$ cat config.mk
export PLATFORM = sky130hd
export DESIGN_NAME = iscas_bist_ctrl
export DESIGN_NICKNAME = d
export VERILOG_FILES = /design/src/rtl/iscas_bist_pkg.sv /design/src/rtl/bist_galois_shreg.sv /design/src/rtl/iscas_bist_ctrl.sv
export SDC_FILE = /design/constraint.sdc
export NUM_CORES = 1
export LEC_CHECK = 0
export ABC_AREA = 1
export BUFFER_PORTS_ARGS = -buffer_cell sky130_fd_sc_hd__buf_2
export CAP_MARGIN = 20
export CORE_MARGIN = 2
export CORE_UTILIZATION = 50
export DETAILED_ROUTE_END_ITERATION = 8
export PLACE_DENSITY = 0.78
export SYNTH_ARGS = -nofsm -noshare
export SYNTH_HDL_FRONTEND = slang
export SYNTH_SLANG_ARGS = --single-unit
$ cat constraint.sdc
create_clock -name CK -period 4.8 [get_ports CK]
set_clock_uncertainty 0.2 [all_clocks]
set_input_delay 1.44 -clock CK [delete_from_list [all_inputs] [get_ports CK]]
set_output_delay 1.44 -clock CK [all_outputs]
set_load 0.02 [all_outputs]
$ cat src/rtl/iscas_bist_pkg.sv
// Shared types and constants for the ISCAS89 BIST controller: FSM state
// encoding, default polynomials/seed and the zero-seed fix-up.
package iscas_bist_pkg;

  typedef enum logic [1:0] {
    ST_IDLE  = 2'd0,
    ST_FLUSH = 2'd1,
    ST_RUN   = 2'd2,
    ST_DONE  = 2'd3
  } bist_state_e;

  localparam logic [15:0] DEF_LFSR_POLY = 16'hB400;
  localparam logic [15:0] DEF_MISR_POLY = 16'hB400;
  localparam logic [15:0] DEF_SEED      = 16'hACE1;

  // An all-zero Galois LFSR is stuck forever, so a zero seed becomes 1.
  // Works on a 64-bit container; callers cast to their own width.
  function automatic logic [63:0] nonzero_seed(input logic [63:0] seed);
    return (seed == 64'd0) ? 64'd1 : seed;
  endfunction

endpackage

$ cat src/rtl/bist_galois_shreg.sv
// Right-shifting Galois shift register with synchronous load and a
// parallel XOR injection; serves as both the pattern LFSR and the MISR.
module bist_galois_shreg #(
  parameter int             W        = 16,
  parameter logic [W-1:0]   POLY     = '0,
  parameter logic [W-1:0]   LOAD_VAL = '0
) (
  input  logic         clk,
  input  logic         rst_n,
  input  logic         load,
  input  logic         step,
  input  logic [W-1:0] xor_in,
  output logic [W-1:0] q
);

  logic [W-1:0] q_q;
  logic [W-1:0] q_d;

  // load takes priority over step so a restart never mixes in old state
  always_comb begin
    q_d = q_q;
    if (load) begin
      q_d = LOAD_VAL;
    end else if (step) begin
      q_d = (q_q >> 1) ^ (q_q[0] ? POLY : '0) ^ xor_in;
    end
  end

  always_ff @(posedge clk or negedge rst_n) begin
    if (!rst_n) begin
      q_q <= LOAD_VAL;
    end else begin
      q_q <= q_d;
    end
  end

  assign q = q_q;

endmodule

$ cat src/rtl/iscas_bist_ctrl.sv
// BIST controller for one ISCAS89 core: LFSR-driven primary inputs, a flush
// phase, MISR compaction of primary outputs and a golden-signature compare.
module iscas_bist_ctrl
  import iscas_bist_pkg::*;
#(
  parameter int                N_IN       = 4,
  parameter int                N_OUT      = 1,
  parameter int                LFSR_W     = 16,
  parameter logic [LFSR_W-1:0] LFSR_POLY  = DEF_LFSR_POLY,
  parameter logic [LFSR_W-1:0] SEED       = DEF_SEED,
  parameter int                MISR_W     = 16,
  parameter logic [MISR_W-1:0] MISR_POLY  = DEF_MISR_POLY,
  parameter int                FLUSH_CYC  = 3,
  parameter int                N_PATTERNS = 256,
  parameter int                CNT_W      = 16
) (
  input  logic              CK,
  input  logic              RST_N,
  input  logic              start,
  input  logic              abort,
  input  logic [MISR_W-1:0] golden_sig,
  input  logic [N_OUT-1:0]  cut_out,
  output logic [N_IN-1:0]   cut_in,
  output logic              busy,
  output logic              done,
  output logic              pass,
  output logic [MISR_W-1:0] signature,
  output logic [CNT_W-1:0]  pat_cnt,
  output logic [1:0]        dbg_state
);

  localparam logic [LFSR_W-1:0] SEED_FIX   = LFSR_W'(nonzero_seed(64'(SEED)));
  localparam logic [CNT_W-1:0]  FLUSH_LAST = CNT_W'(FLUSH_CYC - 1);
  localparam logic [CNT_W-1:0]  RUN_LAST   = CNT_W'(N_PATTERNS - 1);

  bist_state_e       state_q;
  bist_state_e       state_d;
  logic [CNT_W-1:0]  cnt_q;
  logic [CNT_W-1:0]  cnt_d;

  logic              lfsr_load;
  logic              lfsr_step;
  logic              misr_load;
  logic              misr_step;
  logic [LFSR_W-1:0] lfsr_q;
  logic [LFSR_W-1:0] lfsr_unused;
  logic [MISR_W-1:0] misr_q;
  logic [MISR_W-1:0] cut_ext;

  always_comb begin
    state_d   = state_q;
    cnt_d     = cnt_q;
    lfsr_load = 1'b0;
    lfsr_step = 1'b0;
    misr_load = 1'b0;
    misr_step = 1'b0;
    case (state_q)
      ST_IDLE, ST_DONE: begin
        if (start) begin
          lfsr_load = 1'b1;
          misr_load = 1'b1;
          cnt_d     = '0;
          state_d   = (FLUSH_CYC == 0) ? ST_RUN : ST_FLUSH;
        end
      end
      ST_FLUSH: begin
        // abort leaves the counter and MISR as evidence of where it stopped
        if (abort) begin
          lfsr_load = 1'b1;
          state_d   = ST_IDLE;
        end else begin
          lfsr_step = 1'b1;
          if (cnt_q == FLUSH_LAST) begin
            cnt_d   = '0;
            state_d = ST_RUN;
          end else begin
            cnt_d = cnt_q + 1'b1;
          end
        end
      end
      ST_RUN: begin
        if (abort) begin
          lfsr_load = 1'b1;
          state_d   = ST_IDLE;
        end else begin
          lfsr_step = 1'b1;
          misr_step = 1'b1;
          if (cnt_q == RUN_LAST) begin
            state_d = ST_DONE;
          end else begin
            cnt_d = cnt_q + 1'b1;
          end
        end
      end
      default: state_d = ST_IDLE;
    endcase
  end

  always_ff @(posedge CK or negedge RST_N) begin
    if (!RST_N) begin
      state_q <= ST_IDLE;
      cnt_q   <= '0;
    end else begin
      state_q <= state_d;
      cnt_q   <= cnt_d;
    end
  end

  bist_galois_shreg #(
    .W        (LFSR_W),
    .POLY     (LFSR_POLY),
    .LOAD_VAL (SEED_FIX)
  ) u_lfsr (
    .clk    (CK),
    .rst_n  (RST_N),
    .load   (lfsr_load),
    .step   (lfsr_step),
    .xor_in ('0),
    .q      (lfsr_q)
  );

  assign cut_ext = MISR_W'(cut_out);

  bist_galois_shreg #(
    .W        (MISR_W),
    .POLY     (MISR_POLY),
    .LOAD_VAL ('0)
  ) u_misr (
    .clk    (CK),
    .rst_n  (RST_N),
    .load   (misr_load),
    .step   (misr_step),
    .xor_in (cut_ext),
    .q      (misr_q)
  );

  // Only the low N_IN LFSR bits reach the core; the rest is internal state.
  assign lfsr_unused = lfsr_q;
  assign cut_in      = lfsr_q[N_IN-1:0];
  assign busy        = (state_q == ST_FLUSH) || (state_q == ST_RUN);
  assign done        = (state_q == ST_DONE);
  assign pass        = done && (misr_q == golden_sig);
  assign signature   = misr_q;
  assign pat_cnt     = cnt_q;
  assign dbg_state   = state_q;

endmodule

# Yosys cells after proc, flatten, opt, wreduce, memory -nomap -nowiden
# Cells that the tools add are included.
# word_totals
ff_bits	50
inputBits	21
out_inout_bits	41
elab_cells	54
# op_classes
addsub	1
n_eq_ne	12
mux	25
n_bitwise	3
reduce_logical	9
# ops
operator	n
$mux 16	11
$pmux 16 s3	1
$xor 15x16->16	2
$add 16x1->16 const B	1
$eq 16x16->1	1
$eq 16x2->1 const B	1
$eq 16x8->1 const B	1
$xor 16x1->16	1
$mux 2	5
$ne 2x2->1 const B	4
$mux 1	6
$ne 3x3->1 const B	2
$pmux 2 s3	1
$eq 2x2->1 const B	2
$reduce_and 4->1	1
$reduce_bool 2->1	2
$reduce_or 2->1	2
$reduce_and 3->1	1
$eq 2x1->1 const B	1
$logic_not 2->1	1
$pmux 1 s2	1
$logic_and 1x1->1	1
$logic_or 1x1->1	1

# Longest topological paths before layout
# Gate-level depths: netlist of the first run.
# depth
depth_word	5
ltp_mapped	11
depth_no_buf	10

# Modules after synthesis
# A second synthesis of the first run with hierarchy kept.
# hier_totals
cells_unflattened	425
area_unflattened_um2	3208.1
# modules_own_cells
mod	n_inst	cells_each	area_per_inst_um2	seq_area_each_um2
iscas_bist_ctrl	1	234	1561.5	450.4
bist_galois_shreg at u_lfsr	1	100	845.8	410.4
bist_galois_shreg at u_misr	1	91	800.8	400.4

# Worst setup path after synthesis of the first run
# OpenSTA, ideal clock, no wires.
# synth_timing
kind	input -> output
start	input golden_sig[3]
end	output pass
arrival_ns	2.120
required_time_ns	3.160
path_slack_ns	1.040
path_stages	5
path_buffers	0
path_cell_list	xnor2_1 > nand3_1 > nor3_1 > nand3_1 > nor2_1
# synth_between
elab_chain_cells	2
# synth_lines
item	line	text
start, declared	iscas_bist_ctrl.sv:21	input logic [MISR_W-1:0] golden_sig,
$eq 16x16->1	iscas_bist_ctrl.sv:142	assign pass = done && (misr_q == golden_sig);
$logic_and 1x1->1	iscas_bist_ctrl.sv:142	
end, declared	iscas_bist_ctrl.sv:26	output logic pass,
# Every way passes these cells.

# Final worst setup path of the first run
# Same ends and word-level chain as after synthesis.

==> flow_summary_export.csv, run 1 <==
group,metric,value,unit
routing,ant_nets,0,
timing,rsz0062_at_grt,"no",
pwr,combinationalPowerShare,34.9,%
synth,synth_ff_type,"dfrtp_1",
pwr,vdd_drop_max,0.188,mV
flow_run,maxCapViolCount,0,
timing,tightest_slew,670,ps
timing,slew_viol_final,0,
synth,yosysTopAreaCellShare,36.9,%
timing,final.setup.tns,0,ps
finish,area_growth,15.3,%
pwr,p_leak,1.64,nW
timing,slew_headroom,55.3,%
finish,fillers,492,
synth,yosys_warnings,0,
synth,synth.most_common_cell,"nand2_1",
floorplanning,io_pins,62,
synth,synth-edff-count,0,
critical_path,crit_type,"input pin to primary output",
timing,setup_viol,0,
pwr,p_switching,0.521,mW
floorplanning,die_x,79.5,µm
place,finalWeightedCongestion,0.802,
clock_tree,hold_buffers,0,
timing,fin_crit_sh,83.4,%
place,port_buffers,61,
floorplanning,start_util,51.8,%
finish,fin_nets,419,
critical_path,crit_required,3160,ps
clock_tree,root_buffer,"clkbuf_8",
floorplanning,die_y,79.5,µm
routing,drt_iter0_drc,163,
floorplanning,die-area,6320,µm²
clock_tree,clk_pin_slew_worst_paths,90,ps
pwr,p_sw_share,39.8,%
clock_tree,cts_sinks,50,
synth,postSynthCellCount,338,
critical_path,worstPathCellList,"buf_2, xnor2_1, nand3_1, nor3_1, nand3_1, nor2_1, buf_2",
critical_path,cp_slowest_cell,"xnor2_1",
synth,netlist-cell-type-count,36,
pwr,p_clk_share,23.4,%
synth,postSynthAreaPerCell,8.44,µm²
synth,ys_seq_area_share,44.2,%
routing,wl_per_cell,13.6,µm
global_routing,grt_pass1_wl,10700,µm
synth,synthTopCellsByArea,"dfrtp_1 37%, nand2_1 9.3%, dfstp_2 7.4%",
finish,n_antenna_cell,0,
min_path,hold_class,"flip-flop to flip-flop",
status,outcome,"complete, no violations",
timing,max_freq,0.250,GHz
clock_tree,clk_latency,310,ps
clock_tree,ctsLongestPathBuffers,2,
global_routing,grt_usage,21.2,%
global_routing,grt_pass1_vias,2357,
synth,syn_area,2850,µm²
routing,drcViolationCount,0,
synth,ys_ff_latch,50,
synth,ys_top_cells_by_count,"71 x nand2_1, 42 x dfrtp_1, 39 x inv_1, 29 x nor2_1, 27 x o22ai_1",
clock_tree,cts_tree,"yes",
synth,synth_nets,364,
floorplanning,core_area,5510,µm²
routing,viasPerCell,5.20,
global_routing,antenna_found_initial,0,
critical_path,worstSetupStartpointType,"input pin",
global_routing,grt_max_degree,51,
place,dp_hpwl,4570,µm
synth,async_reset_ff_share,100,%
clock_tree,cts_max_level,2,
clock_tree,cts_setup_buffers,0,
floorplanning,rows,27,
critical_path,cp.arrival,2360,ps
critical_path,critical_path.max_fanout,1,
critical_path,critPathCaptureType,"primary output",
timing,final.min_clock_period,4000,ps
critical_path,max_stage_delay,190,ps
place,place_ws,834,ps
routing,wirelength,6320,µm
clock_tree,cts_resized,0,
routing,detailedRoute.firstPassIterationCount,4,
routing,vias,2425,
clock_tree,numCtsBuffers,5,
timing,final-hold-violation-count,0,
pwr,power.internal,0.789,mW
timing,worst_slack,798,ps
pwr,p_seq_share,41.6,%
pwr,power_density,398,nW/µm²
synth,yosysTopAreaCell,"dfrtp_1",
global_routing,grt_overflow,0,
finish,drive_above_1_share,27.7,%
==> logic make-up after synthesis <==
logic type	share of synthesized area (%)
XOR/XNOR	7.37
flip-flops	44.2
AO/OA/AOI/OAI	12.1
AND/OR/NAND/NOR	24.2
buffers and inverters	9.87
adder cells (fa/ha/maj)	2.19
==> routing by layer <==
metal	up-vias	global-route usage (%)	part of all wire [%]
met5	-	0	0
met4	0	6.55	1.2
met3	7	3.73	5.1
met2	73	35.4	48
met1	1147	28.2	46
li1	1198	-	-
==> worst paths after layout <==
kind	startpoint	to	slack [ps]	cells after the start
max	golden_sig[3]	pass	800	7
min	u_lfsr.q[12]$_DFFE_PN0P_	u_lfsr.q[12]$_DFFE_PN0P_	300	2
max reg2reg	dbg_state[0]$_DFFE_PN0P_	pat_cnt[7]$_DFFE_PN0P_	2570	9
min reg2reg	u_lfsr.q[12]$_DFFE_PN0P_	u_lfsr.q[12]$_DFFE_PN0P_	300	2
max in group asynchronous	RST_N	u_lfsr.q[10]$_DFFE_PN1P_	2860	2
min in group asynchronous	RST_N	u_misr.q[10]$_DFFE_PN0P_	930	1
==> flip-flops by register name, indices dropped and copies added (netlist names) <==
register / count
u_misr.q: 16
u_lfsr.q: 16
dbg_state: 2
pat_cnt: 16
==> power by group through the flow <==
| stage | Sequential, mW | Combinational (mW) | Clock, mW |
|---|---|---|---|
| global route | 0.554 | 0.506 | 0.337 |
| global placement | 0.551 | 0.442 | 0 |
| detailed placement | 0.552 | 0.454 | 0 |
| CTS | 0.545 | 0.455 | 0.315 |
| floorplan | 0.553 | 0.377 | 0 |
| finish | 0.545 | 0.457 | 0.307 |
==> area by class of cell <==
cell class	count	area, µm²	area share [%]
timing repair buffer	62	333	10.1
inverter	44	178	5.40
multi-input combinational	230	1310	39.8
tap	72	90.1	2.74
sequential	50	1260	38.4
clock inverter	3	48.8	1.48
clock buffer	5	68.8	2.09
==> layout by cell type (no fill, tap or decap), types with 8 or more instances in the layout <==
| cell | count |
|---|---|
| inv_1 | 39 |
| buf_2 | 61 |
| xor2_1 | 13 |
| dfstp_2 | 8 |
| xnor2_1 | 11 |
| nand3_2 | 8 |
| nor2_1 | 29 |
| dfrtp_1 | 42 |
| o21ai_0 | 15 |
| nand3_1 | 19 |
| nand2_1 | 71 |
| o22ai_1 | 27 |
==> metrics by stage <==
step	std cells	util [%]	hold WS (ps)	total power, mW	instance area (µm²)
floorplan	338	-	253	0.930	2850
global placement	457	57.1	270	0.994	3140
detailed placement	457	57.1	280	1.01	3140
CTS	465	59.2	302	1.31	3260
global route	466	59.7	326	1.40	3290
finish	466	59.7	296	1.31	3290
==> worst max-delay path: cells and delay by family <==
| family | cells | cell delay [ps] |
|---|---|---|
| simple gates | 4 | 450 |
| buf+inv | 2 | 280 |
| xor+xnor | 1 | 190 |
(Power assumes the default switching activity.)
==> inputs of run 2 (changes only) <==
- ABC_AREA: 1 -> 0
- PLACE_DENSITY: 0.78 -> 0.79
- clock period: 4.8 -> 3.8 ns (I/O delays scaled with it)
==> run 2 against run 1 <==
Via count shrank 13%. Highest routed layer unchanged. Design area shrank 4.3%. Synthesized cell count shrank 28%. Critical path depth shrank 1. Area after synthesis shrank 5.5%. Hold slack lost 3.4 ps. Sequential power grew 29%. First-iteration DRC count shrank 12%. Non-clock buffer count grew 7. Clock-buffer cell count is the same. Combinational power grew 31%.
==> flow_summary_export.csv, run 2 <==
group,metric,value,unit
global_routing,grt_pass1_vias,1932,
synth,yosysTopAreaCellShare,39.0,%
routing,drcViolationCount,0,
routing,viasPerCell,5.65,
timing,final-hold-violation-count,0,
clock_tree,clk_pin_slew_worst_paths,90,ps
finish,n_antenna_cell,0,
global_routing,antenna_found_initial,0,
critical_path,crit_required,2460,ps
pwr,p_leak,1.49,nW
synth,synth_nets,271,
finish,drive_above_1_share,36.2,%
floorplanning,core_area,5140,µm²
finish,fin_nets,329,
routing,drt_iter0_drc,144,
global_routing,met3_usage,4.07,%
synth,yosys_warnings,0,
flow_run,maxCapViolCount,0,
synth,synth.most_common_cell,"dfrtp_1",
clock_tree,numCtsBuffers,5,
finish,fin_util,61.2,%
global_routing,grtUsageMet1,27.3,%
timing,final.setup.tns,0,ps
synth,netlist-cell-type-count,51,
min_path,hold_class,"flip-flop to flip-flop",
place,port_buffers,61,
clock_tree,ctsLongestPathBuffers,2,
pwr,power_density,536,nW/µm²
clock_tree,root_buffer,"clkbuf_8",
timing,setup_viol,0,
synth,postSynthCellCount,245,
synth,async_reset_ff_share,100,%
finish,final_cell_mix,"61 x buf_2, 42 x dfrtp_1, 24 x a22o_1",
synth,ys_seq_area_share,46.8,%
clock_tree,clk_latency,310,ps
clock_tree,cts_setup_buffers,0,
routing,ant_nets,0,
floorplanning,rows,26,
routing,wl_per_cell,15.7,µm
synth,synthTopCellsByArea,"dfrtp_1 39%, dfstp_2 7.8%, a22o_1 7.8%",
synth,yosysTopAreaCell,"dfrtp_1",
critical_path,crit_type,"input pin to primary output",
critical_path,critical_path.max_fanout,1,
place,dp_hpwl,4060,µm
floorplanning,die_x,77.4,µm
timing,slew_viol_final,0,
place,finalWeightedCongestion,0.819,
global_routing,busiest_layer,"met2",
timing,final.min_clock_period,3620,ps
floorplanning,io_pins,62,
synth,ys_ff_latch,50,
routing,detailedRoute.firstPassIterationCount,4,
routing,vias,2114,
clock_tree,cts_tree,"yes",
global_routing,grt_pass1_wl,9580,µm
timing,rsz0062_at_grt,"no",
finish,area_growth,16.7,%
floorplanning,die-area,5990,µm²
finish,final_common_cell,"buf_2",
synth,postSynthAreaPerCell,11.0,µm²
synth,synth_ff_type,"dfrtp_1",
synth,ys_top_cells_by_count,"42 x dfrtp_1, 24 x a22o_1, 15 x xnor2_1, 11 x nand2_1, 11 x o21ai_0",
critical_path,worstSetupStartpointType,"input pin",
critical_path,cp.arrival,2280,ps
synth,synth-edff-count,0,
clock_tree,cts_max_level,2,
critical_path,critPathCaptureType,"primary output",
pwr,vdd_drop_max,0.290,mV
global_routing,grt_overflow,0,
timing,fin_crit_sh,95.4,%
global_routing,gr-usage-met2,32.1,%
global_routing,grt_max_degree,48,
clock_tree,hold_buffers,0,
global_routing,grt_usage,19.9,%
timing,max_freq,0.276,GHz
timing,slew_headroom,50.8,%
timing,tightest_slew,732,ps
clock_tree,cts_sinks,50,
synth,syn_area,2700,µm²
clock_tree,cts_resized,0,
status,outcome,"complete, no violations",
floorplanning,start_util,52.4,%
floorplanning,die_y,77.4,µm
routing,wirelength,5860,µm
[run 2: routing by layer]
metal	share of wire, %	routed length (µm)
met1	47	2740
met2	48	2830
met3	4.2	247
met4	0.75	44
met5	0	0
[run 2: stage by stage]
stage | instances | cell area, µm² | setup slack (ps) | total power [mW] | hold slack [ps]
floorplan | 245 | 2700 | 127 | 1.19 | 250
global placement | 364 | 3000 | 301 | 1.29 | 269
detailed placement | 364 | 3000 | 197 | 1.31 | 274
CTS | 372 | 3120 | 189 | 1.69 | 296
global route | 374 | 3150 | 7.95 | 1.78 | 327
finish | 374 | 3150 | 176 | 1.69 | 292
[run 2: worst max-delay path, cell delays in order]
cell and delay (ps):
buf_2 100, xor2_1 130, nor4_1 290, nand4_1 160, nor4_1 250, buf_2 210
[run 2: power by group]
group | switching [mW] | internal, mW | leakage (nW) | total [mW]
logic | 0.358 | 0.242 | 0.777 | 0.600
clock network | 0.186 | 0.196 | 0.0504 | 0.382
registers | 0.0708 | 0.633 | 0.663 | 0.704
[run 2: worst paths after layout]
| kind | slack, ps | startpoint | depth (start not counted) | endpoint |
|---|---|---|---|---|
| min reg2reg | 290 | u_lfsr.q[12]$_DFFE_PN0P_ | 2 | u_lfsr.q[12]$_DFFE_PN0P_ |
| max reg2reg | 810 | dbg_state[0]$_DFFE_PN0P_ | 8 | pat_cnt[3]$_DFFE_PN0P_ |
| max | 180 | golden_sig[12] | 6 | pass |
| min in group asynchronous | 490 | RST_N | 1 | pat_cnt[4]$_DFFE_PN0P_ |
| min | 290 | u_lfsr.q[12]$_DFFE_PN0P_ | 2 | u_lfsr.q[12]$_DFFE_PN0P_ |
| max in group asynchronous | 2220 | RST_N | 3 | u_lfsr.q[6]$_DFFE_PN1P_ |
[run 2: kinds of logic after synthesis]
family / after synthesis / share of synthesized area [%]
AOI/OAI and AO/OA: 77 / 23.8
and+or+nand+nor: 63 / 13.6
DFF: 50 / 46.8
buffers and inverters: 27 / 6.04
xor gates and xnor gates: 23 / 7.47
adders and majority gates: 5 / 2.32
[run 2: layout make-up]
class / count / area [µm²]
clock buffers: 5 / 68.8
clock inverters: 3 / 45.0
fillers: 469 / 1990
inverters: 9 / 33.8
multi-input cells: 168 / 1270
flip-flops and latches: 50 / 1260
well taps: 70 / 87.6
repair buffers: 69 / 378
==> inputs of run 3 (changes only) <==
- CORE_UTILIZATION: 50 -> 45
- PLACE_DENSITY: 0.79 -> 0.73
- clock period: 3.8 -> 3.4 ns (I/O delays scaled with it)
==> run 3 against run 2 <==
Critical path depth unchanged. Via count up 1.1%. Sequential share of layout area down 0.25 points. Power up 11%. First-iteration DRC count down 24%. Critical path type unchanged. Largest power group unchanged. Highest routed layer unchanged.
==> flow_summary_export.csv, run 3 (synthesis results as in run 2) <==
group,metric,value,unit
global_routing,grt_pass1_vias,2155,
finish,final_common_cell,"buf_2",
routing,drt_iter0_drc,109,
timing,final-hold-violation-count,0,
clock_tree,clk_latency,300,ps
finish,n_antenna_cell,0,
finish,area_growth,17.5,%
clock_tree,root_buffer,"clkbuf_8",
critical_path,critical_path.max_fanout,1,
clock_tree,cts_max_level,2,
clock_tree,clk_pin_slew_worst_paths,90,ps
routing,vias,2137,
place,port_buffers,61,
routing,ant_nets,0,
routing,wl_per_cell,15.3,µm
finish,final_cell_mix,"58 x buf_2, 42 x dfrtp_1, 24 x a22o_1",
timing,setup_viol,0,
timing,slew_headroom,47.8,%
timing,final.setup.tns,0,ps
timing,final.min_clock_period,3230,ps
clock_tree,cts_tree,"yes",
finish,drive_above_1_share,36.4,%
clock_tree,cts_resized,0,
status,outcome,"complete, no violations",
routing,viasPerCell,5.62,
global_routing,grt_overflow,0,
clock_tree,ctsLongestPathBuffers,2,
critical_path,worstSetupStartpointType,"input pin",
critical_path,setup.worst_path.start,"golden_sig[5]",
clock_tree,cts_sinks,50,
critical_path,critPathCaptureType,"primary output",
pwr,p_leak,1.50,nW
finish,seqCellArea,1260,µm²
pwr,power_density,593,nW/µm²
floorplanning,die-area,6620,µm²
place,dp_hpwl,4260,µm
timing,tightest_slew,776,ps
critical_path,r2r_cells,8,
pwr,vdd_drop_max,0.282,mV
finish,fin_nets,330,
floorplanning,core_area,5850,µm²
finish,fillers,534,
floorplanning,io_pins,62,
min_path,holdPathEnd,"u_lfsr.q[12]$_DFFE_PN0P_",
clock_tree,hold_buffers,0,
finish,multiInputGateArea,1280,µm²
place,finalWeightedCongestion,0.865,
critical_path,crit_type,"input pin to primary output",
critical_path,cp.arrival,2010,ps
global_routing,antenna_found_initial,0,
routing,drcViolationCount,0,
critical_path,rr_endpoint,"pat_cnt[13]$_DFFE_PN0P_",
critical_path,reg2reg_from,"dbg_state[0]$_DFFE_PN0P_",
timing,max_freq,0.309,GHz
floorplanning,start_util,46.1,%
min_path,hold_class,"flip-flop to flip-flop",
min_path,hold_depth,2,
critical_path,r2r_slack,550,ps
clock_tree,cts_setup_buffers,0,
place,place_ws,37.7,ps
global_routing,grt_max_degree,51,
routing,wirelength,5830,µm
timing,fin_crit_sh,95.1,%
floorplanning,die_x,81.4,µm
floorplanning,die_y,81.4,µm
finish,layoutNonFillerInstCount,380,
min_path,hold_start,"u_lfsr.q[12]$_DFFE_PN0P_",
routing,detailedRoute.firstPassIterationCount,4,
global_routing,grt_pass1_wl,9890,µm
critical_path,crit_required,2180,ps
global_routing,grt_usage,19.3,%
flow_run,maxCapViolCount,0,
timing,worst_slack,168,ps
clock_tree,numCtsBuffers,5,
place,dp_cells,371,
floorplanning,rows,28,
timing,slew_viol_final,0,
timing,rsz0062_at_grt,"no",
-- run 3: cell count changes in the layout (fill, tap and decap cells not counted) --
cell | before | now
buf_2 | 61 | 58
buf_6 | 0 | 2
buf_4 | 7 | 10
buf_12 | 1 | 0
nor4_1 | 5 | 4
nor4_2 | 0 | 1
clkinv_4 | 0 | 1
clkbuf_1 | 0 | 1
clkinvlp_4 | 2 | 0
-- run 3: worst max path at each step --
stage / endpoint / slack (ps) / cells after the start
finish: pass / 170 / 6
global route: pass / 50 / 6
floorplan: pass / 170 / 4
CTS: pass / 40 / 6
global placement: pass / 50 / 6
detailed placement: pass / 40 / 6
-- run 3: per-stage QoR --
stage          area [µm²]  hold WS, ps  utilization [%]  total power [mW]
6_report             3170          307             54.1              1.88
5_1_grt              3170          328             54.1              2.01
4_1_cts              3140          306             53.7              1.89
3_5_place_dp         3030          289             51.8              1.47
3_3_place_gp         3030          272             51.8              1.45
2_1_floorplan        2700          250                -              1.33
-- run 3: final cells by class --
type / count / share of cell area, %
Tap cell: 75 / 2.96
Timing Repair Buffer: 70 / 12.3
Inverter: 9 / 1.07
Multi-Input combinational cell: 168 / 40.4
Clock buffer: 6 / 2.29
Clock inverter: 2 / 1.23
Sequential cell: 50 / 39.8
-- run 3: worst max-delay path: stages --
cell     delay, ps
buf_6           90
xor2_1         130
nor4_1         260
nand4_1        150
nor4_2         170
buf_4          180
-- run 3: metal layers --
metal | track usage (%) | wire, µm | up-vias
li1 | - | - | 1031
met1 | 25.4 | 2640 | 1048
met2 | 31.5 | 2870 | 54
met3 | 3.67 | 277 | 4
met4 | 7.63 | 44 | 0
met5 | 0 | 0 | -
-- run 3: where the power goes --
group / switching (mW) / internal (mW)
clock: 0.190 / 0.221
sequential: 0.0746 / 0.707
combinational: 0.401 / 0.283
